--- src/rtl/pc_shot_engine_pkg.sv ---
// Shared battleship definitions: cell encoding, board geometry and coordinate helpers.
package battleship_pkg;

    localparam int BOARD_N = 5;

    typedef logic [2:0] coord_t;

    // A cell counts as already shot whenever bit 1 is set (MISS or HIT)
    typedef enum logic [1:0] {
        WATER = 2'b00,
        SHIP  = 2'b01,
        MISS  = 2'b10,
        HIT   = 2'b11
    } cell_t;

    typedef enum logic [2:0] {
        ST_IDLE,
        ST_PICK,
        ST_PROBE,
        ST_SCAN,
        ST_FIRE,
        ST_DONE
    } shot_state_t;

    // Folds a 3-bit random value onto 0..side-1 with one compare/subtract (side >= 4)
    function automatic coord_t fold_coord(input logic [2:0] raw, input coord_t side);
        return (raw >= side) ? coord_t'(raw - side) : raw;
    endfunction

endpackage

--- src/rtl/pc_shot_engine_if.sv ---
// Bundles the game handshake (FSMgame side) and the board read/write bus (tablero side).
interface pc_shot_engine_if;
    import battleship_pkg::*;

    logic       pc_turn;
    logic [2:0] ships_total;
    coord_t     rd_i;
    coord_t     rd_j;
    logic [1:0] rd_data;
    logic       wr_en;
    coord_t     wr_i;
    coord_t     wr_j;
    logic [1:0] wr_data;
    logic       shot_done;
    logic       shot_hit;
    logic [2:0] hits;
    logic       all_sunk;

    modport master (
        input  pc_turn, ships_total, rd_data,
        output rd_i, rd_j, wr_en, wr_i, wr_j, wr_data,
               shot_done, shot_hit, hits, all_sunk
    );

    modport slave (
        output pc_turn, ships_total, rd_data,
        input  rd_i, rd_j, wr_en, wr_i, wr_j, wr_data,
               shot_done, shot_hit, hits, all_sunk
    );

endinterface

--- src/rtl/pc_shot_engine_lfsr8.sv ---
// 8-bit Fibonacci LFSR, taps 8,6,5,4 (maximal length, never reaches zero from a non-zero seed).
module lfsr8 #(
    parameter logic [7:0] SEED = 8'hA5
) (
    input  logic       clk,
    input  logic       rst,
    input  logic       en,
    output logic [7:0] q
);

    // Shift left, feeding the XOR of the tap bits into bit 0
    always_ff @(posedge clk) begin
        if (rst) begin
            q <= SEED;
        end else if (en) begin
            q <= {q[6:0], q[7] ^ q[5] ^ q[4] ^ q[3]};
        end
    end

endmodule

--- src/rtl/pc_shot_engine.sv ---
// Computer-opponent firing stage: picks a random unshot cell on the player's board,
// falls back to a linear scan after repeated collisions, and writes the shot result.
module pc_shot_engine
    import battleship_pkg::*;
#(
    parameter int         BOARD_N   = 5,
    parameter int         MAX_TRIES = 8,
    parameter logic [7:0] LFSR_SEED = 8'hA5
) (
    input  logic              clk,
    input  logic              rst,
    pc_shot_engine_if.master  bus
);

    localparam coord_t     SIDE     = coord_t'(BOARD_N);
    localparam coord_t     LAST     = coord_t'(BOARD_N - 1);
    localparam logic [3:0] LAST_TRY = 4'(MAX_TRIES - 1);

    shot_state_t state, state_nxt;
    logic [7:0]  lfsr;
    logic        pc_turn_q;
    coord_t      cur_i, cur_j, cur_i_nxt, cur_j_nxt;
    coord_t      cand_i, cand_j;
    logic [3:0]  tries, tries_nxt;
    logic        shot_hit_q, shot_hit_nxt;
    logic [2:0]  hits_q, hits_nxt;
    logic        all_sunk_q;
    logic        turn_edge;
    logic        cell_shot;
    logic        unused_lfsr_msbs;

    // Free-running draw source; it steps every cycle so draws depend on player timing
    lfsr8 #(.SEED(LFSR_SEED)) u_lfsr (
        .clk (clk),
        .rst (rst),
        .en  (1'b1),
        .q   (lfsr)
    );

    assign unused_lfsr_msbs = ^lfsr[7:6];

    assign cand_i    = fold_coord(lfsr[2:0], SIDE);
    assign cand_j    = fold_coord(lfsr[5:3], SIDE);
    assign turn_edge = bus.pc_turn & ~pc_turn_q;
    assign cell_shot = bus.rd_data[1];

    assign bus.rd_i     = cur_i;
    assign bus.rd_j     = cur_j;
    assign bus.wr_i     = cur_i;
    assign bus.wr_j     = cur_j;
    assign bus.shot_hit = shot_hit_q;
    assign bus.hits     = hits_q;
    assign bus.all_sunk = all_sunk_q;

    // Next-state logic: random probing, scan fallback, single write, single done pulse
    always_comb begin
        state_nxt     = state;
        cur_i_nxt     = cur_i;
        cur_j_nxt     = cur_j;
        tries_nxt     = tries;
        shot_hit_nxt  = shot_hit_q;
        hits_nxt      = hits_q;
        bus.wr_en     = 1'b0;
        bus.wr_data   = MISS;
        bus.shot_done = 1'b0;

        case (state)
            ST_IDLE: begin
                if (turn_edge && !all_sunk_q) begin
                    state_nxt = ST_PICK;
                end
            end

            ST_PICK: begin
                cur_i_nxt = cand_i;
                cur_j_nxt = cand_j;
                tries_nxt = '0;
                state_nxt = ST_PROBE;
            end

            ST_PROBE: begin
                if (!cell_shot) begin
                    state_nxt = ST_FIRE;
                end else if (tries < LAST_TRY) begin
                    tries_nxt = tries + 4'd1;
                    cur_i_nxt = cand_i;
                    cur_j_nxt = cand_j;
                end else begin
                    cur_i_nxt = '0;
                    cur_j_nxt = '0;
                    state_nxt = ST_SCAN;
                end
            end

            ST_SCAN: begin
                if (!cell_shot) begin
                    state_nxt = ST_FIRE;
                end else if (cur_j == LAST) begin
                    cur_j_nxt = '0;
                    if (cur_i == LAST) begin
                        cur_i_nxt    = '0;
                        shot_hit_nxt = 1'b0;
                        state_nxt    = ST_DONE;
                    end else begin
                        cur_i_nxt = cur_i + 3'd1;
                    end
                end else begin
                    cur_j_nxt = cur_j + 3'd1;
                end
            end

            ST_FIRE: begin
                bus.wr_en = 1'b1;
                if (bus.rd_data == SHIP) begin
                    bus.wr_data  = HIT;
                    shot_hit_nxt = 1'b1;
                    hits_nxt     = (hits_q == 3'd7) ? 3'd7 : hits_q + 3'd1;
                end else begin
                    shot_hit_nxt = 1'b0;
                end
                state_nxt = ST_DONE;
            end

            ST_DONE: begin
                bus.shot_done = 1'b1;
                state_nxt     = ST_IDLE;
            end

            default: begin
                state_nxt = ST_IDLE;
            end
        endcase
    end

    // State registers; all_sunk is refreshed on entry to DONE so it rises with shot_done
    always_ff @(posedge clk) begin
        if (rst) begin
            state      <= ST_IDLE;
            pc_turn_q  <= 1'b0;
            cur_i      <= '0;
            cur_j      <= '0;
            tries      <= '0;
            shot_hit_q <= 1'b0;
            hits_q     <= '0;
            all_sunk_q <= 1'b0;
        end else begin
            state      <= state_nxt;
            pc_turn_q  <= bus.pc_turn;
            cur_i      <= cur_i_nxt;
            cur_j      <= cur_j_nxt;
            tries      <= tries_nxt;
            shot_hit_q <= shot_hit_nxt;
            hits_q     <= hits_nxt;
            if (state_nxt == ST_DONE) begin
                all_sunk_q <= (hits_nxt == bus.ships_total) && (bus.ships_total != 3'd0);
            end
        end
    end

endmodule

--- src/flat_wrapper.sv ---
// flat-port wrapper written by rule: the top's interface ports become plain ports
module pc_shot_engine_flat import battleship_pkg::*;
#(
    parameter int         BOARD_N   = 5,
    parameter int         MAX_TRIES = 8,
    parameter logic [7:0] LFSR_SEED = 8'hA5
)
  (clk, rst, bus_pc_turn, bus_ships_total, bus_rd_data, bus_rd_i, bus_rd_j, bus_wr_en, bus_wr_i, bus_wr_j, bus_wr_data, bus_shot_done, bus_shot_hit, bus_hits, bus_all_sunk);
  pc_shot_engine_if bus_i ();
  input  logic clk;
  input  logic rst;
  input wire logic [$bits(bus_i.pc_turn)-1:0] bus_pc_turn;
  input wire logic [$bits(bus_i.ships_total)-1:0] bus_ships_total;
  input wire logic [$bits(bus_i.rd_data)-1:0] bus_rd_data;
  output wire logic [$bits(bus_i.rd_i)-1:0] bus_rd_i;
  output wire logic [$bits(bus_i.rd_j)-1:0] bus_rd_j;
  output wire logic [$bits(bus_i.wr_en)-1:0] bus_wr_en;
  output wire logic [$bits(bus_i.wr_i)-1:0] bus_wr_i;
  output wire logic [$bits(bus_i.wr_j)-1:0] bus_wr_j;
  output wire logic [$bits(bus_i.wr_data)-1:0] bus_wr_data;
  output wire logic [$bits(bus_i.shot_done)-1:0] bus_shot_done;
  output wire logic [$bits(bus_i.shot_hit)-1:0] bus_shot_hit;
  output wire logic [$bits(bus_i.hits)-1:0] bus_hits;
  output wire logic [$bits(bus_i.all_sunk)-1:0] bus_all_sunk;
  assign bus_i.pc_turn = bus_pc_turn;
  assign bus_i.ships_total = bus_ships_total;
  assign bus_i.rd_data = bus_rd_data;
  assign bus_rd_i = bus_i.rd_i;
  assign bus_rd_j = bus_i.rd_j;
  assign bus_wr_en = bus_i.wr_en;
  assign bus_wr_i = bus_i.wr_i;
  assign bus_wr_j = bus_i.wr_j;
  assign bus_wr_data = bus_i.wr_data;
  assign bus_shot_done = bus_i.shot_done;
  assign bus_shot_hit = bus_i.shot_hit;
  assign bus_hits = bus_i.hits;
  assign bus_all_sunk = bus_i.all_sunk;
  pc_shot_engine #(.BOARD_N(BOARD_N), .MAX_TRIES(MAX_TRIES), .LFSR_SEED(LFSR_SEED)) u_core (.clk(clk), .rst(rst), .bus(bus_i));
endmodule
--- config.mk ---
export PLATFORM = sky130hd
export DESIGN_NAME = pc_shot_engine_flat
export DESIGN_NICKNAME = d
export VERILOG_FILES = /design/src/rtl/pc_shot_engine_pkg.sv /design/src/rtl/pc_shot_engine_if.sv /design/src/rtl/pc_shot_engine_lfsr8.sv /design/src/rtl/pc_shot_engine.sv /design/src/flat_wrapper.sv
export SDC_FILE = /design/constraint.sdc
export NUM_CORES = 1
export LEC_CHECK = 0
export ABC_AREA = 1
export CAP_MARGIN = 20
export CORE_MARGIN = 5
export CORE_UTILIZATION = 55
export DETAILED_ROUTE_END_ITERATION = 8
export PLACE_DENSITY = 0.84
export REMOVE_ABC_BUFFERS = 1
export SLEW_MARGIN = 25
export SYNTH_ARGS = -nofsm -noshare
export SYNTH_HDL_FRONTEND = slang
export SYNTH_SLANG_ARGS = --single-unit
--- constraint.sdc ---
create_clock -name clk -period 2.2 [get_ports clk]
set_clock_uncertainty 0.05 [all_clocks]
set_input_delay 0.66 -clock clk [delete_from_list [all_inputs] [get_ports clk]]
set_output_delay 0.66 -clock clk [all_outputs]
set_load 0.05 [all_outputs]
# After elaboration in Yosys (flattened, before gate mapping)
# Index checks and enable logic that the tools add are counted.
# op_classes
n_reduce_logical,12
magnitude_cmp,3
n_mux,35
eq_ne,16
addsub,6
n_bitwise,5
# ops
operator,n
two-way mux 3 bit,20
"equality test 3 bit, second input constant",6
case mux 3 bit (3 select lines),2
case mux 3 bit (5 select lines),1
"adder 3 x 1 -> 3 bit, second input constant",3
two-way mux 4 bit,2
case mux 4 bit (2 select lines),1
AND reduction 4 bit,2
two-way mux 1 bit,7
"equality test 3 x 2 -> 1 bit, second input constant",2
"greater-or-equal comparator 3 bit, second input constant",2
"!= test 2 x 1 -> 1 bit, second input constant",3
AND reduction 3 bit,2
nonzero test 3 bit,2
"subtractor 3 bit, second input constant",2
"adder 4 x 1 -> 4 bit, second input constant",1
"< comparator 4 x 3 -> 1 bit, second input constant",1
"!= test 2 bit, second input constant",2
nonzero test 2 bit,2
"equality test 3 x 1 -> 1 bit, second input constant",1
equality test 3 bit,1
logical NOT 3 bit,1
bitwise XOR 1 bit,3
"equality test 2 x 1 -> 1 bit, second input constant",1
other kinds (6),7
# totals
word_cells,86
regBits,27
output_inout_bits,21

# Longest topological paths before layout
# Gate-level depths: netlist of run 1.
# logic_depth
ltp_word,6
ltp_mapped,9
depth_no_buf,9

# Hierarchy
# From an unflattened synthesis of run 1, not the netlist that was laid out.
# unflattened
cells_unflattened,238
hier_area_um2,1625.3
# modules_own_cells
mod,cells_each,seq_area_each_um2,n_inst,area_each_um2
pc_shot_engine,190,380.4,1,1287.5
lfsr8,48,160.2,1,337.8

# Worst setup path after synthesis of run 1
# OpenSTA, ideal clock, no wires.
# synth_path
path_kind,register -> output
start,register u_core.state[0]
end,output port bus_wr_en
path_stages_with_launch,4
required_time_ns,1.490
setup_slack_ns,0.300
arrival_time_ns,1.190
path_cell_list,dfxtp_1 > inv_1 > nand2_1 > nor2_1
# synth_via
elab_chain_len,2
# synth_rtl
item,line,rtl
from (decl),pc_shot_engine.sv:19,"shot_state_t state, state_nxt;"
from (signal assigned),pc_shot_engine.sv:147,state <= state_nxt;
equality test 3 bit,pc_shot_engine.sv:67,case (state)
two-way mux 1 bit,pc_shot_engine.sv:67,
to (decl),flat_wrapper.sv:17,output wire logic [$bits(bus_i.wr_en)-1:0] bus_wr_en;
# Every way passes these cells.

# Worst setup path after layout of run 1
# layout_path
start,input port bus_rd_data[1]
end,output port bus_wr_data[0]
# layout_via
elab_chain_len,3
# layout_rtl
item,line,rtl
from (decl),flat_wrapper.sv:14,input wire logic [$bits(bus_i.rd_data)-1:0] bus_rd_data;
equality test 2 x 1 -> 1 bit,pc_shot_engine.sv:114,if (bus.rd_data == SHIP) begin
two-way mux 1 bit,pc_shot_engine.sv:114,
two-way mux 2 bit,pc_shot_engine.sv:67,
to (decl),flat_wrapper.sv:20,output wire logic [$bits(bus_i.wr_data)-1:0] bus_wr_data;
# Every way passes these cells.

==> impl_metrics.toml, run 1 <==
[detailed_routing]
drc = 0
drt_wl_total_microns = 3100
via_per_inst = 5.19
dr.pass1.iters = 4
wl_per_cell_microns = 11.5
drt-initial-drc-count = 38
dr_total_vias = 1402
ant_nets = 0

[global_route]
grt_pass1_vias = 1312
grt_pass1_wl_microns = 5320
grt_overflow = 0
antenna_found_initial = 0
grt_usage = 0.162
grt_max_degree = 17

[worst_setup_path]
cp.arrival_ps = 1340
r2r_start = "u_core.tries[0]"
rr_worst_depth = 6
r2r-end = "u_core.bus.rd_i[2]"
start_kind = "primary input"
worstPathRequired_ps = 1490
ff2ff_setup_slack_ps = 630
startpoint = "bus_rd_data[1]"
cp_max_fo = 2
worstSetupPathType = "in -> out"
cp-end-kind = "output port"

[synthesis]
ys_types = 24
netlist_instances = 215
yosysSeqAreaShare = 0.356
ys_seq_elements = 27
syn_avg_cell_area_sq_um = 7.05
yosys_warnings = 0
synth_area_sq_um = 1520

[cells_and_area]
num-fill-cells = 254
num_antenna_cells = 0
final_nets = 258
final_util = 0.669
syn_to_final_growth_pct = 19.6
drive_gt1_frac = 0.159

[floorplanning]
die_w_microns = 62.5
io_pins = 29
core_sq_um = 2710
start_util = 0.560
die_h_microns = 62.5
die_area_sq_um = 3910
rows = 19

[status]
status = "completed"

[clock_network]
clk_pin_slew_worst_paths_ps = 150
cts_buffers = 3
hold_buffers = 0
worstSkewPairLatency_ps = 330
clk_path_buf_depth = 2
cts_num_sinks = 27
cts_tree = "built"
cts_setup_buffers = 0
h-tree-depth = 1
root_buffer = "clkbuf_4"

[sta]
timing.final.hold_violations = 0
fmax_ghz = 0.488
setup_viol = 0
fin_ws_ps = 151
rsz0062_at_grt = "no"
drv_slew = 0
final.setup.tns_ps = 0
whs_ps = 380
min_period_over_period = 0.931
post-route-min-period_ps = 2050

[min_path]
min_to = "u_core.u_lfsr.q[7]"
holdCritStartpoint = "u_core.u_lfsr.q[6]"
worstHoldPathType = "reg -> reg"
whs_path_depth = 1

[job]
cap_violations = 0

[placed_design]
place_hpwl_microns = 2420
gp_congestion = 0.814
place_ws_ps = -110
io_buffers = 27

[power]
internal_power_uw = 720
power_density_nw_per_um2 = 646
swShare = 0.385
seqPwrFrac = 0.479
irDropWorstVdd_uv = 644
cellLeakagePower_uw = 0.000900
p_switching_uw = 451
p_comb_frac = 0.330
clkPwrFrac = 0.191
## layer usage
layer	vias to the layer above	routed length [microns]	track usage
met3	6	180	0.0486
met1	628	1430	0.200
met2	34	1450	0.264
li1	734	-	-
met4	0	42	0.0557
met5	-	0	0
## worst max path at each step
stage	endpoint	slack, ps	depth (start not counted)
CTS	bus_wr_data[0]	7	4
finish	bus_wr_data[0]	150	5
global route	bus_wr_data[0]	60	4
detailed placement	bus_wr_data[0]	-110	5
floorplan	bus_wr_data[0]	30	3
global placement	bus_wr_data[0]	-110	5
## cells in the mapped netlist
cell type,count,share of area
dfxtp_1,27,0.36
nand4_1,4,0.016
clkbuf_1,2,0.0050
buf_4,8,0.040
xor2_1,2,0.012
o21ai_0,9,0.030
or2_2,2,0.0082
a21oi_1,19,0.063
inv_1,34,0.084
inv_2,1,0.0025
conb_1,1,0.0025
xnor2_1,1,0.0058
nor2_1,22,0.054
ha_1,10,0.083
nor3_1,2,0.0066
nand2_1,44,0.11
nor2_4,2,0.015
a21oi_2,1,0.0058
nand3_1,11,0.036
a211oi_1,2,0.0099
nand2_2,2,0.0082
a21oi_4,1,0.011
a31oi_1,3,0.012
o211ai_1,5,0.025
## flip-flops by register name, indices dropped and copies added (netlist names)
name	cells
u_core.bus.all_sunk	1
u_core.pc_turn_q	1
u_core.bus.rd_j	3
u_core.bus.hits	3
u_core.bus.shot_hit	1
u_core.bus.rd_i	3
u_core.tries	4
u_core.state	3
u_core.u_lfsr.q	8
## worst max-delay path, cell delays in order
cell	delay [ps]
dlygate4sd2_1	250
inv_1	80
nand2_2	60
nor2_4	140
buf_12	150
## power groups by stage
stage | clock network, uW | logic, uW | registers [uW]
after floorplan | 0 | 164 | 674
after global placement | 0 | 375 | 568
after detailed placement | 0 | 384 | 571
after CTS | 242 | 386 | 560
after global routing | 255 | 423 | 567
final | 224 | 386 | 561
## cell type report
| class | instances | area (sq um) | share of cell area |
|---|---|---|---|
| Clock inverter | 1 | 7.51 | 0.00414 |
| Inverter | 35 | 131 | 0.0725 |
| Clock buffer | 3 | 22.5 | 0.0124 |
| Timing Repair Buffer | 30 | 283 | 0.156 |
| Multi-Input combinational cell | 143 | 790 | 0.435 |
| Tap cell | 31 | 38.8 | 0.0214 |
| Sequential cell | 27 | 541 | 0.298 |
## through the flow
stage / instances / total power, uW / cell area, sq um
after floorplan: 205 / 838 / 1450
after global placement: 266 / 944 / 1770
after detailed placement: 266 / 955 / 1770
after CTS: 270 / 1190 / 1810
after global routing: 270 / 1250 / 1810
final: 270 / 1170 / 1810
## cells in the final DEF (no fill, tap or decap)
cell type / synthesis / routed
nand2_1: 44 / 43
inv_1: 34 / 34
dfxtp_1: 27 / 27
nor2_1: 22 / 20
a21oi_1: 19 / 19
buf_4: 8 / 19
nand3_1: 11 / 11
ha_1: 10 / 10
o21ai_0: 9 / 9
o211ai_1: 5 / 5
clkdlybuf4s50_1: 0 / 5
nand4_1: 4 / 4
nand2_2: 2 / 3
nor2_4: 2 / 3
a31oi_1: 3 / 3
clkbuf_4: 0 / 3
buf_12: 0 / 3
or2_2: 2 / 2
xor2_1: 2 / 2
nor3_1: 2 / 2
a211oi_1: 2 / 2
dlygate4sd2_1: 0 / 2
nor2_2: 0 / 1
a21oi_4: 1 / 1
inv_2: 1 / 1
a21oi_2: 1 / 1
xnor2_1: 1 / 1
conb_1: 1 / 1
clkinvlp_4: 0 / 1
dlymetal6s2s_1: 0 / 1
## timing repair
| action | CTS | global route |
|---|---|---|
| setup endpoints to repair | 2 | 2 |
| pin swaps | 1 | 1 |
| gates resized for setup | 4 | 3 |
## kinds of logic (layout without fill, tap and decap cells)
kind of cell             after synthesis  after routing  share of synthesized area
adder cells (fa/ha/maj)               10             10                     0.0825
other                                  1              1                    0.00247
flip-flops                            27             27                      0.356
AO/OA/AOI/OAI                         40             40                      0.156
buffers and inverters                 45             69                      0.131
AND/OR/NAND/NOR                       89             89                      0.254
XOR/XNOR                               3              3                     0.0173
Note: power is estimated with default switching activity, not from simulation.
==> run 2, diff against run 1 <==
--- a/config.mk
+++ b/config.mk
@@ -11,6 +11,7 @@
 export CORE_UTILIZATION = 55
 export DETAILED_ROUTE_END_ITERATION = 8
 export PLACE_DENSITY = 0.84
+export RECOVER_POWER = 100
 export REMOVE_ABC_BUFFERS = 1
 export SLEW_MARGIN = 25
 export SYNTH_ARGS = -nofsm -noshare
==> run 2 against run 1 <==
  * Global-route usage stayed put
  * Cell area decreased by 5.7%
  * Die area did not move
  * Clock power about the same
  * Critical path type unchanged
  * Register-to-register slack worse by 180 ps
  * Final cell count did not move
  * Maximum frequency barely moved
  * First-iteration DRC count decreased by 5.3%
==> impl_metrics.toml, run 2 (same netlist as run 1, synthesis figures left out) <==
[worst_setup_path]
worstSetupPathType = "in -> out"
r2r_start = "u_core.state[2]"
start_kind = "primary input"
cp_max_fo = 2
cp.arrival_ps = 1340
ff2ff_setup_slack_ps = 450
rr_worst_depth = 7
cp-end-kind = "output port"
worstPathRequired_ps = 1490
r2r-end = "u_core.bus.rd_i[2]"

[clock_network]
h-tree-depth = 1
clk_pin_slew_worst_paths_ps = 150
cts_num_sinks = 27
root_buffer = "clkbuf_4"
worstSkewPairLatency_ps = 330
cts_tree = "built"
clk_path_buf_depth = 2
cts_buffers = 3

[cells_and_area]
top_regs = "u_core.u_lfsr.q: 8 flops, u_core.tries: 4 flops"
final_nets = 258
num_antenna_cells = 0
final_common_cell = "nand2_1"
num-fill-cells = 285
syn_to_final_growth_pct = 12.8
layout_common_cells = "nand2_1 (44), inv_1 (34), dfxtp_1 (27)"
largest_register_ff_count = 8
drive_gt1_frac = 0.0837
largest-register = "u_core.u_lfsr.q"

[floorplanning]
start_util = 0.560
die_w_microns = 62.5
core_sq_um = 2710
io_pins = 29
die_area_sq_um = 3910
die_h_microns = 62.5
rows = 19

[detailed_routing]
via_per_inst = 5.21
ant_nets = 0
drt_wl_total_microns = 3100
drc = 0
drt-initial-drc-count = 36
dr_total_vias = 1406
dr.pass1.iters = 4
wl_per_cell_microns = 11.5

[global_route]
grt_max_degree = 17
grt_pass1_wl_microns = 5320
grt_usage = 0.162
grt_pass1_vias = 1312
antenna_found_initial = 0
grt_overflow = 0

[min_path]
worstHoldPathType = "reg -> reg"
whs_path_depth = 1
holdCritStartpoint = "u_core.u_lfsr.q[6]"
min_to = "u_core.u_lfsr.q[7]"

[placed_design]
gp_congestion = 0.814
place_ws_ps = -110
io_buffers = 27
place_hpwl_microns = 2420

[sta]
whs_ps = 380
setup_viol = 0
timing.final.hold_violations = 0
drv_slew = 0
min_period_over_period = 0.931
rsz0062_at_grt = "no"
worst_pin_slew_ps = 757
post-route-min-period_ps = 2050
fmax_ghz = 0.488
slew_headroom = 0.495
fin_ws_ps = 152

[power]
power_density_nw_per_um2 = 663
irDropWorstVdd_uv = 628
cellLeakagePower_uw = 0.000833

[job]
cap_violations = 0

[status]
status = "completed"
run 2: worst max path at each step:
| stage | start | endpoint | cells past startpoint |
|---|---|---|---|
| 2_1_floorplan | bus_rd_data[1] | bus_wr_data[0] | 3 |
| 3_3_place_gp | bus_rd_data[1] | bus_wr_data[0] | 5 |
| 3_5_place_dp | bus_rd_data[1] | bus_wr_data[0] | 5 |
| 4_1_cts | bus_rd_data[0] | bus_wr_data[0] | 4 |
| 5_1_grt | u_core.state[0] | bus_wr_data[0] | 4 |
| 6_report | bus_rd_data[1] | bus_wr_data[0] | 5 |
run 2: metal layers:
metal,part of all wire,routed length (microns),vias to the layer above,GRT usage
met5,0,0,-,0
met3,0.062,192,6,0.0486
met4,0.014,42,0,0.0557
met1,0.45,1410,630,0.200
met2,0.47,1450,38,0.264
li1,-,-,732,-
run 2: cell type report:
cell class / count / area (sq um) / area share
Sequential cell: 27 / 541 / 0.316
Timing Repair Buffer: 30 / 205 / 0.120
Tap cell: 31 / 38.8 / 0.0227
Multi-Input combinational cell: 143 / 764 / 0.447
Clock buffer: 3 / 22.5 / 0.0132
Clock inverter: 1 / 7.51 / 0.00439
Inverter: 35 / 131 / 0.0768
run 2: repair_timing:
action | 4_1_cts | 5_1_grt
hold buffers | 0 | 0
buffers inserted | 0 | 0
resized for setup | 4 | 3
pin swaps | 1 | 1
endpoints found under the setup margin | 2 | 2
hold endpoints to repair | 0 | 0
run 2: worst max-delay path: stages:
cell and delay (ps):
dlygate4sd2_1 250, inv_1 80, nand2_2 60, nor2_4 140, buf_12 150
run 2: power breakdown:
part	internal [uW]	total, uW	switching, uW
Combinational	95.6	351	255
Clock	69.7	224	154
Sequential	524	560	35.7
run 2: through the flow:
step | utilization | total power (uW) | instances | setup TNS (ps) | area, sq um
2_1_floorplan | - | 838 | 205 | 0 | 1450
3_3_place_gp | 0.653 | 944 | 266 | -111 | 1770
3_5_place_dp | 0.653 | 955 | 266 | -126 | 1770
4_1_cts | 0.666 | 1190 | 270 | 0 | 1810
5_1_grt | 0.631 | 1210 | 270 | 0 | 1710
6_report | 0.631 | 1130 | 270 | 0 | 1710
